$ cat src/rtl/seq_divider_32.sv
// Sequential restoring divider: one quotient bit per clock, signed or unsigned.
// Results are registered on entry to DONE and held until the next completion.
//
// state | meaning
// ------+------------------------------------------------------------
// IDLE  | ready=1, waiting for start
// CALC  | one restoring shift/subtract step per edge, WIDTH steps
// FIX   | apply result signs / divide-by-zero override, load outputs
// DONE  | done=1 for one cycle, then back to IDLE
module seq_divider_32 #(
  parameter int WIDTH = 32
) (
  input  logic             clk,
  input  logic             rst_n,
  input  logic             start,
  input  logic             signed_op,
  input  logic [WIDTH-1:0] dividend,
  input  logic [WIDTH-1:0] divisor,
  output logic             ready,
  output logic             done,
  output logic [WIDTH-1:0] quotient,
  output logic [WIDTH-1:0] remainder,
  output logic             dbz
);

  localparam int CW = $clog2(WIDTH + 1);

  localparam logic [1:0] S_IDLE = 2'd0;
  localparam logic [1:0] S_CALC = 2'd1;
  localparam logic [1:0] S_FIX  = 2'd2;
  localparam logic [1:0] S_DONE = 2'd3;

  logic [1:0]       state_r;
  logic [CW-1:0]    cnt_r;
  logic [WIDTH:0]   rem_r;
  logic [WIDTH-1:0] quo_r;
  logic [WIDTH-1:0] dvs_r;
  logic [WIDTH-1:0] dvd_r;
  logic             sop_r;
  logic             dvs_sgn_r;
  logic             zero_r;

  logic [WIDTH-1:0] dvd_mag;
  logic [WIDTH-1:0] dvs_mag;
  logic [WIDTH+1:0] trial;
  logic             neg_q;
  logic             neg_r;

  assign dvd_mag = (signed_op && dividend[WIDTH-1]) ? -dividend : dividend;
  assign dvs_mag = (signed_op && divisor[WIDTH-1])  ? -divisor  : divisor;

  // Two extra bits on the subtraction keep the borrow even when the shifted
  // partial remainder is at or above 2^WIDTH.
  assign trial = {rem_r, quo_r[WIDTH-1]} - {2'b00, dvs_r};

  assign neg_q = sop_r & (dvd_r[WIDTH-1] ^ dvs_sgn_r);
  assign neg_r = sop_r & dvd_r[WIDTH-1];

  assign ready = (state_r == S_IDLE);
  assign done  = (state_r == S_DONE);

  always_ff @(posedge clk or negedge rst_n) begin
    if (!rst_n) begin
      state_r   <= S_IDLE;
      cnt_r     <= '0;
      rem_r     <= '0;
      quo_r     <= '0;
      dvs_r     <= '0;
      dvd_r     <= '0;
      sop_r     <= 1'b0;
      dvs_sgn_r <= 1'b0;
      zero_r    <= 1'b0;
      quotient  <= '0;
      remainder <= '0;
      dbz       <= 1'b0;
    end else begin
      case (state_r)
        S_IDLE: begin
          if (start) begin
            state_r   <= S_CALC;
            cnt_r     <= CW'(WIDTH);
            rem_r     <= '0;
            quo_r     <= dvd_mag;
            dvs_r     <= dvs_mag;
            dvd_r     <= dividend;
            sop_r     <= signed_op;
            dvs_sgn_r <= divisor[WIDTH-1];
            zero_r    <= (divisor == '0);
          end
        end
        S_CALC: begin
          if (trial[WIDTH+1]) begin
            rem_r <= {rem_r[WIDTH-1:0], quo_r[WIDTH-1]};
            quo_r <= {quo_r[WIDTH-2:0], 1'b0};
          end else begin
            rem_r <= trial[WIDTH:0];
            quo_r <= {quo_r[WIDTH-2:0], 1'b1};
          end
          cnt_r <= cnt_r - CW'(1);
          if (cnt_r == CW'(1)) begin
            state_r <= S_FIX;
          end
        end
        S_FIX: begin
          state_r <= S_DONE;
          if (zero_r) begin
            quotient  <= '1;
            remainder <= dvd_r;
            dbz       <= 1'b1;
          end else begin
            quotient  <= neg_q ? -quo_r : quo_r;
            remainder <= neg_r ? -rem_r[WIDTH-1:0] : rem_r[WIDTH-1:0];
            dbz       <= 1'b0;
          end
        end
        default: begin
          state_r <= S_IDLE;
        end
      endcase
    end
  end

endmodule
$ cat config.mk
export PLATFORM = sky130hd
export DESIGN_NAME = seq_divider_32
export DESIGN_NICKNAME = d
export VERILOG_FILES = /design/src/rtl/seq_divider_32.sv
export SDC_FILE = /design/constraint.sdc
export NUM_CORES = 1
export LEC_CHECK = 0
export ABC_AREA = 1
export CORE_MARGIN = 2
export CORE_UTILIZATION = 64
export CTS_BUF_LIST = sky130_fd_sc_hd__clkbuf_4 sky130_fd_sc_hd__clkbuf_8 sky130_fd_sc_hd__clkbuf_16
export CTS_CLUSTER_DIAMETER = 200
export DETAILED_ROUTE_END_ITERATION = 8
export PLACE_DENSITY_LB_ADDON = 0.2
export SLEW_MARGIN = 10
export SYNTH_ARGS = -nofsm -noshare
export SYNTH_HDL_FRONTEND = slang
export SYNTH_SLANG_ARGS = --single-unit
$ cat constraint.sdc
create_clock -name clk -period 5.25 [get_ports clk]
set_clock_uncertainty 0.1 [all_clocks]
set_input_delay 0.7875 -clock clk [delete_from_list [all_inputs] [get_ports clk]]
set_output_delay 0.7875 -clock clk [all_outputs]
set_load 0.02 [all_outputs]
* After elaboration in Yosys (flattened, before gate mapping)
Index checks and enable logic that the tools add are counted.
** Word-level totals
- Flip-flop bits (word level) :: 205
- Output and inout port bits :: 67
** Cells by class
- Add/subtract/negate cells :: 6
- Equality and inequality tests :: 6
- Mux-type cells :: 18
- Bitwise logic cells :: 3
- Reduce and logical (&&, ||, !) cells :: 8
** Operators with widths (number)
- 2-to-1 mux 32 bit :: 7
- negation 32 bit :: 4
- 2-to-1 mux 33 bit :: 2
- one-hot mux 33 bit (2 select lines) :: 1
- one-hot mux 32 bit (2 select lines) :: 1
- subtractor 34 x 32 -> 34 bit :: 1
- zero test 32 bit :: 1
- one-hot mux 6 bit (2 select lines) :: 1
- equality test 6 x 1 -> 1 bit (second input constant) :: 1
- 2-to-1 mux 6 bit :: 1
- one-hot mux 2 bit (3 select lines) :: 1
- AND reduction 2 bit :: 3
- subtractor 6 x 1 -> 6 bit (second input constant) :: 1
- equality test 2 bit (second input constant) :: 2
- 2-to-1 mux 2 bit :: 2
- != test 2 bit (second input constant) :: 2
- AND 1 bit :: 2
- equality test 2 x 1 -> 1 bit (second input constant) :: 1
- logical AND 1 bit :: 2
- zero test 2 bit :: 1
- 2-to-1 mux 1 bit :: 2
- nonzero test 2 bit :: 1
- bitwise XOR 1 bit :: 1

* Depth between registers and ports, before layout
- Depth in word-level cells :: 4
- Mapped depth :: 18

* Least setup slack after synthesis
OpenSTA, ideal clock, no wires.
- Path kind :: input to register
- Start :: in divisor[1]
- End :: reg dvs_r[28]
- Setup time :: 0.118 ns
- Arrival :: 2.053 ns
- Path slack :: 2.979 ns
- Stages on the path :: 13
- Cell sequence :: inv_1 > ha_1 > nand2_1 > nor2_1 > nand3_1 > nor2_1 > nand4_1 > nor2_1 > nand2_1 > nand2_1 > nand2_1 > nand3_1 > nand2_1
** On the way
- Cells in the longest elaborated chain, start to end :: 2
** Ends and longest elaborated chain
- from (decl) :: RTL line 18 : input logic [WIDTH-1:0] divisor,
- negation 32 bit :: RTL line 50 : assign dvs_mag = (signed_op && divisor[WIDTH-1]) ? -divisor : divisor;
- 2-to-1 mux 32 bit :: RTL line 50
- to (signal assigned) :: RTL line 84 : dvs_r <= dvs_mag;
- to (decl) :: RTL line 37 : logic [WIDTH-1:0] dvs_r;
Every way passes these cells.
A chain may end at the register's enable or synchronous reset.

* Worst setup path in the final report
- Start :: reg state_r[1]
- End :: reg quo_r[29]
** On the way
- Cells in the longest elaborated chain, start to end :: 3
- Elaborated cells on any way between the ends :: 6
- Those cells by class :: eq/ne (2); mux (1); reduce/logical (3)
** Ends and longest elaborated chain
- from (decl) :: RTL line 33 : logic [1:0] state_r;
- from (signal assigned) :: RTL line 64 : state_r <= S_IDLE;
- from (signal assigned) :: RTL line 80 : state_r <= S_CALC;
- from (signal assigned) :: RTL line 101 : state_r <= S_FIX;
- equality test 2 x 1 -> 1 bit / zero test 2 bit (equally long branches) :: RTL line 77 : case (state_r)
- nonzero test 2 bit (no source line) / != test 2 bit (equally long branches)
- AND reduction 2 bit (no source line)
- to (signal assigned) :: RTL line 83 : quo_r <= dvd_mag;
- to (signal assigned) :: RTL line 94 : quo_r <= {quo_r[WIDTH-2:0], 1'b0};
- to (signal assigned) :: RTL line 97 : quo_r <= {quo_r[WIDTH-2:0], 1'b1};
- to (decl) :: RTL line 36 : logic [WIDTH-1:0] quo_r;
Parallel ways exist; a longest one is shown, timed or not.

==> run_results.csv <==
group,metric,value,unit
drt,firstDrtPassIters,6,
logic_synthesis,synth_area,15170,um^2
floorplan,die_width,158.0,um
placed_design,hpwl,35550,um
timing,fmax,281.0,MHz
timing,fin_crit,3559,ps
global_routing,grt_max_degree,130,
worst_setup_path,cpMaxStageDelayCell,"inv_1",
power,peakVddDrop,0.0005710,V
final_layout,drive_gt1_share,7.155,%
final_layout,final_util,74.50,%
floorplan,initial_core_util,64.83,%
worst_setup_path,critPathBufInv,6,
run_status,outcome,"finished, final reports clean",
final_layout,fin_cells,2681,
final_layout,multi_input_area,8383,um^2
logic_synthesis,synth-edff-count,0,
timing,hold_viol,0,
power,p_sw_share,52.09,%
worst_setup_path,cp_cell_sequence,"inv_1, ha_1, buf_4, inv_1, o21ai_2, buf_4, inv_1, buf_4, a21oi_1, o21ai_0, nand2_1",
floorplan,core.rowCount,56,
global_routing,grt_usage,38.11,%
worst_setup_path,endpoint_kind,"flip-flop",
clocking,cts-htree-levels,1,
floorplan,fp.dieH,158.0,um
logic_synthesis,synth_area_leaders,"dfrtp_1 34%, nand2_1 16%, inv_1 7.6%",
drt,vias_per_cell,5.863,
timing,rsz0062_at_grt,"no",
floorplan,dieArea,24950,um^2
final_layout,syn_to_final_growth,14.93,%
global_routing,grt_pass1_vias,14140,
placed_design,place_inst,2639,
logic_synthesis,synth.top_cell.area_share,33.81,%
logic_synthesis,ys_async_sr_fraction,100.0,%
timing,relSlewSlack,38.03,%
logic_synthesis,yosysTopAreaCell,"dfrtp_1",
worst_setup_path,slowest_delay,480,ps
timing,fin_setup_tns,0,ps
final_layout,seqCellArea,5130,um^2
final_layout,nNetsFinal,2457,
power,p_leak,8.743,nW
timing,tightestPinTransition,929.5,ps
timing,finalCritPeriodShare,67.78,%
worst_setup_path,critPathArrivalTime,3930,ps
drt,drtIter0Drc,1941,
logic_synthesis,synth.distinct_cells,50,
floorplan,core,23400,um^2
clocking,ctsHoldBuffers,0,
run,maxCapViolCount,0,
clocking,cts_buffers,24,
placed_design,routabilityCongestion,1.025,
drt,drt.antenna.violating_nets,0,
power,p_sw,0.006655,W
drt,routedWlPerCell,17.79,um
min_path,hp-class,"input port to asynchronous set/reset pin",
clocking,clock_path_buffers,3,
clocking,cts_resized,0,
worst_setup_path,start_kind,"flip-flop",
logic_synthesis,seq_area_frac_synth,33.81,%
logic_synthesis,yosys_warnings,0,
final_layout,fillers,1915,
logic_synthesis,synth_area_per_cell,6.734,um^2
drt,drc,0,
logic_synthesis,ys_ff_latch,205,
placed_design,io_buffers,134,
floorplan,num_io_pins,135,
clocking,cts.sinks,205,
worst_setup_path,crit_family,"buffers and inverters",
power,total_power,0.01277,W
worst_setup_path,path_max_fanout,45,
clocking,clkTransAtPathRegs,60,ps
clocking,clk_latency,530,ps
worst_setup_path,required,5620,ps
global_routing,grt_pass1_wl,74730,um
logic_synthesis,synth_nets,2364,
drt,vias,15720,
power,seqPwrFrac,23.8,%
logic_synthesis,synthCells,2253,
power,internal_power,0.006120,W
worst_setup_path,reg2regPathDepth,11,
clocking,cts_tree,"done",
worst_setup_path,crit_type,"flip-flop to flip-flop",
timing,finalSetupViolCount,0,
timing,slew_violations,0,
power,p_clk_share,13.8,%
global_routing,globalRouteOverflowTotal,0,
drt,routed_wl,47690,um
final_layout,diodes,0,
worst_setup_path,r2r_slack,1690,ps
clocking,cts_root_buffer,"clkbuf_16",
worst_setup_path,crit_cells,11,
clocking,cts_setup_buffers,0,
logic_synthesis,synthFlopType,"dfrtp_1",
power,powerDensity,732.7,nW/um^2
global_routing,antenna_found_initial,0,
power,combPwrFrac,62.3,%
## cell families after synthesis
kind of cell             count (synthesis)  share of synthesized area, %
AO/OA/AOI/OAI                          307                         11.21
XOR/XNOR                                63                         3.637
adder cells (fa/ha/maj)                 43                         3.596
AND/OR/NAND/NOR                       1226                         36.75
buffers and inverters                  409                         10.99
flip-flops                             205                         33.81
## worst reg2reg max path, stage by stage, from the launching register on
cell and delay (ps):
dfrtp_1 400, inv_1 110, ha_1 150, buf_4 400
inv_1 500, o21ai_2 250, buf_4 400, inv_1 470
buf_4 410, a21oi_1 150, o21ai_0 90, nand2_1 80
## cells in the mapped netlist, types with 3 or more instances
master / instances
nand2_1: 652
inv_1: 308
nand3_1: 229
dfrtp_1: 205
nor2_1: 181
o21ai_0: 157
a21oi_1: 76
nand3_2: 49
clkbuf_1: 45
xor2_1: 45
ha_1: 42
nor3_1: 25
nand4_1: 24
o211ai_1: 21
xnor2_1: 18
a31oi_1: 16
inv_2: 14
nand2_2: 13
o22ai_1: 12
buf_1: 11
nand3b_1: 11
buf_6: 10
nor2_2: 10
buf_2: 8
clkinv_1: 7
and2_1: 6
o21bai_1: 6
o311ai_0: 5
buf_4: 4
nor2_4: 4
o21ai_1: 4
or2_2: 4
nand2_4: 3
nor4_1: 3
o21ai_2: 3
## sequential cells by signal, summed over array words and instances (netlist names)
| register | flops |
|---|---|
| cnt_r | 6 |
| dbz | 1 |
| dvd_r | 32 |
| dvs_r | 32 |
| dvs_sgn_r | 1 |
| quo_r | 32 |
| quotient | 32 |
| rem_r | 33 |
| remainder | 32 |
| sop_r | 1 |
| state_r | 2 |
| zero_r | 1 |
## final cells by class
type                            instances  share of cell area (%)
Clock inverter                         10                  0.7463
Timing Repair Buffer                  147                   8.346
Multi-Input combinational cell       1639                   48.08
Clock buffer                           32                   4.033
Sequential cell                       205                   29.42
Tap cell                              319                   2.289
Inverter                              329                   7.083
## per-layer routing
metal  global-route usage [%]  vias up  wire length [um]
met5                        0        -                 0
met4                    9.695        0              1198
met3                    7.993      112              5493
met2                    56.29      919             20430
met1                    57.02     7272             20580
li1                         -     7417                 -
## worst paths after layout
check / from / to
max: state_r[1]$_DFFE_PN0P_ / quo_r[29]$_DFFE_PN0P_
min: rst_n / rem_r[0]$_DFFE_PN0P_
max reg2reg: state_r[1]$_DFFE_PN0P_ / quo_r[29]$_DFFE_PN0P_
min reg2reg: dvs_r[29]$_DFFE_PN0P_ / dvs_r[29]$_DFFE_PN0P_
max in group asynchronous: rst_n / remainder[17]$_DFFE_PN0P_
min in group clk: dvs_r[29]$_DFFE_PN0P_ / dvs_r[29]$_DFFE_PN0P_
## power by group through the flow
stage / Sequential [W] / Clock (W) / Combinational [W]
after floorplan: 0.00305 / 0 / 0.00554
after global placement: 0.00300 / 0 / 0.00755
after detailed placement: 0.00302 / 0 / 0.00776
after CTS: 0.00301 / 0.00176 / 0.00784
after global routing: 0.00310 / 0.00183 / 0.00881
final: 0.00305 / 0.00176 / 0.00796
## through the flow
stage	setup slack (ps)	instance area, um^2	hold slack [ps]
final	1691	17440	194.2
after global routing	1415	17440	245.8
after CTS	1791	17440	227.1
after detailed placement	1698	16600	365.3
after global placement	1802	16600	366.9
after floorplan	2979	15170	349.1
## cells in the final DEF, fill, tap and decap left out, types with 41 or more instances in the layout
| master | instances |
|---|---|
| nand2_1 | 651 |
| inv_1 | 308 |
| nand3_1 | 229 |
| dfrtp_1 | 205 |
| nor2_1 | 179 |
| o21ai_0 | 157 |
| clkdlybuf4s50_1 | 133 |
| a21oi_1 | 76 |
| nand3_2 | 49 |
| xor2_1 | 45 |
| ha_1 | 41 |
Power figures use the tool's default switching activity.
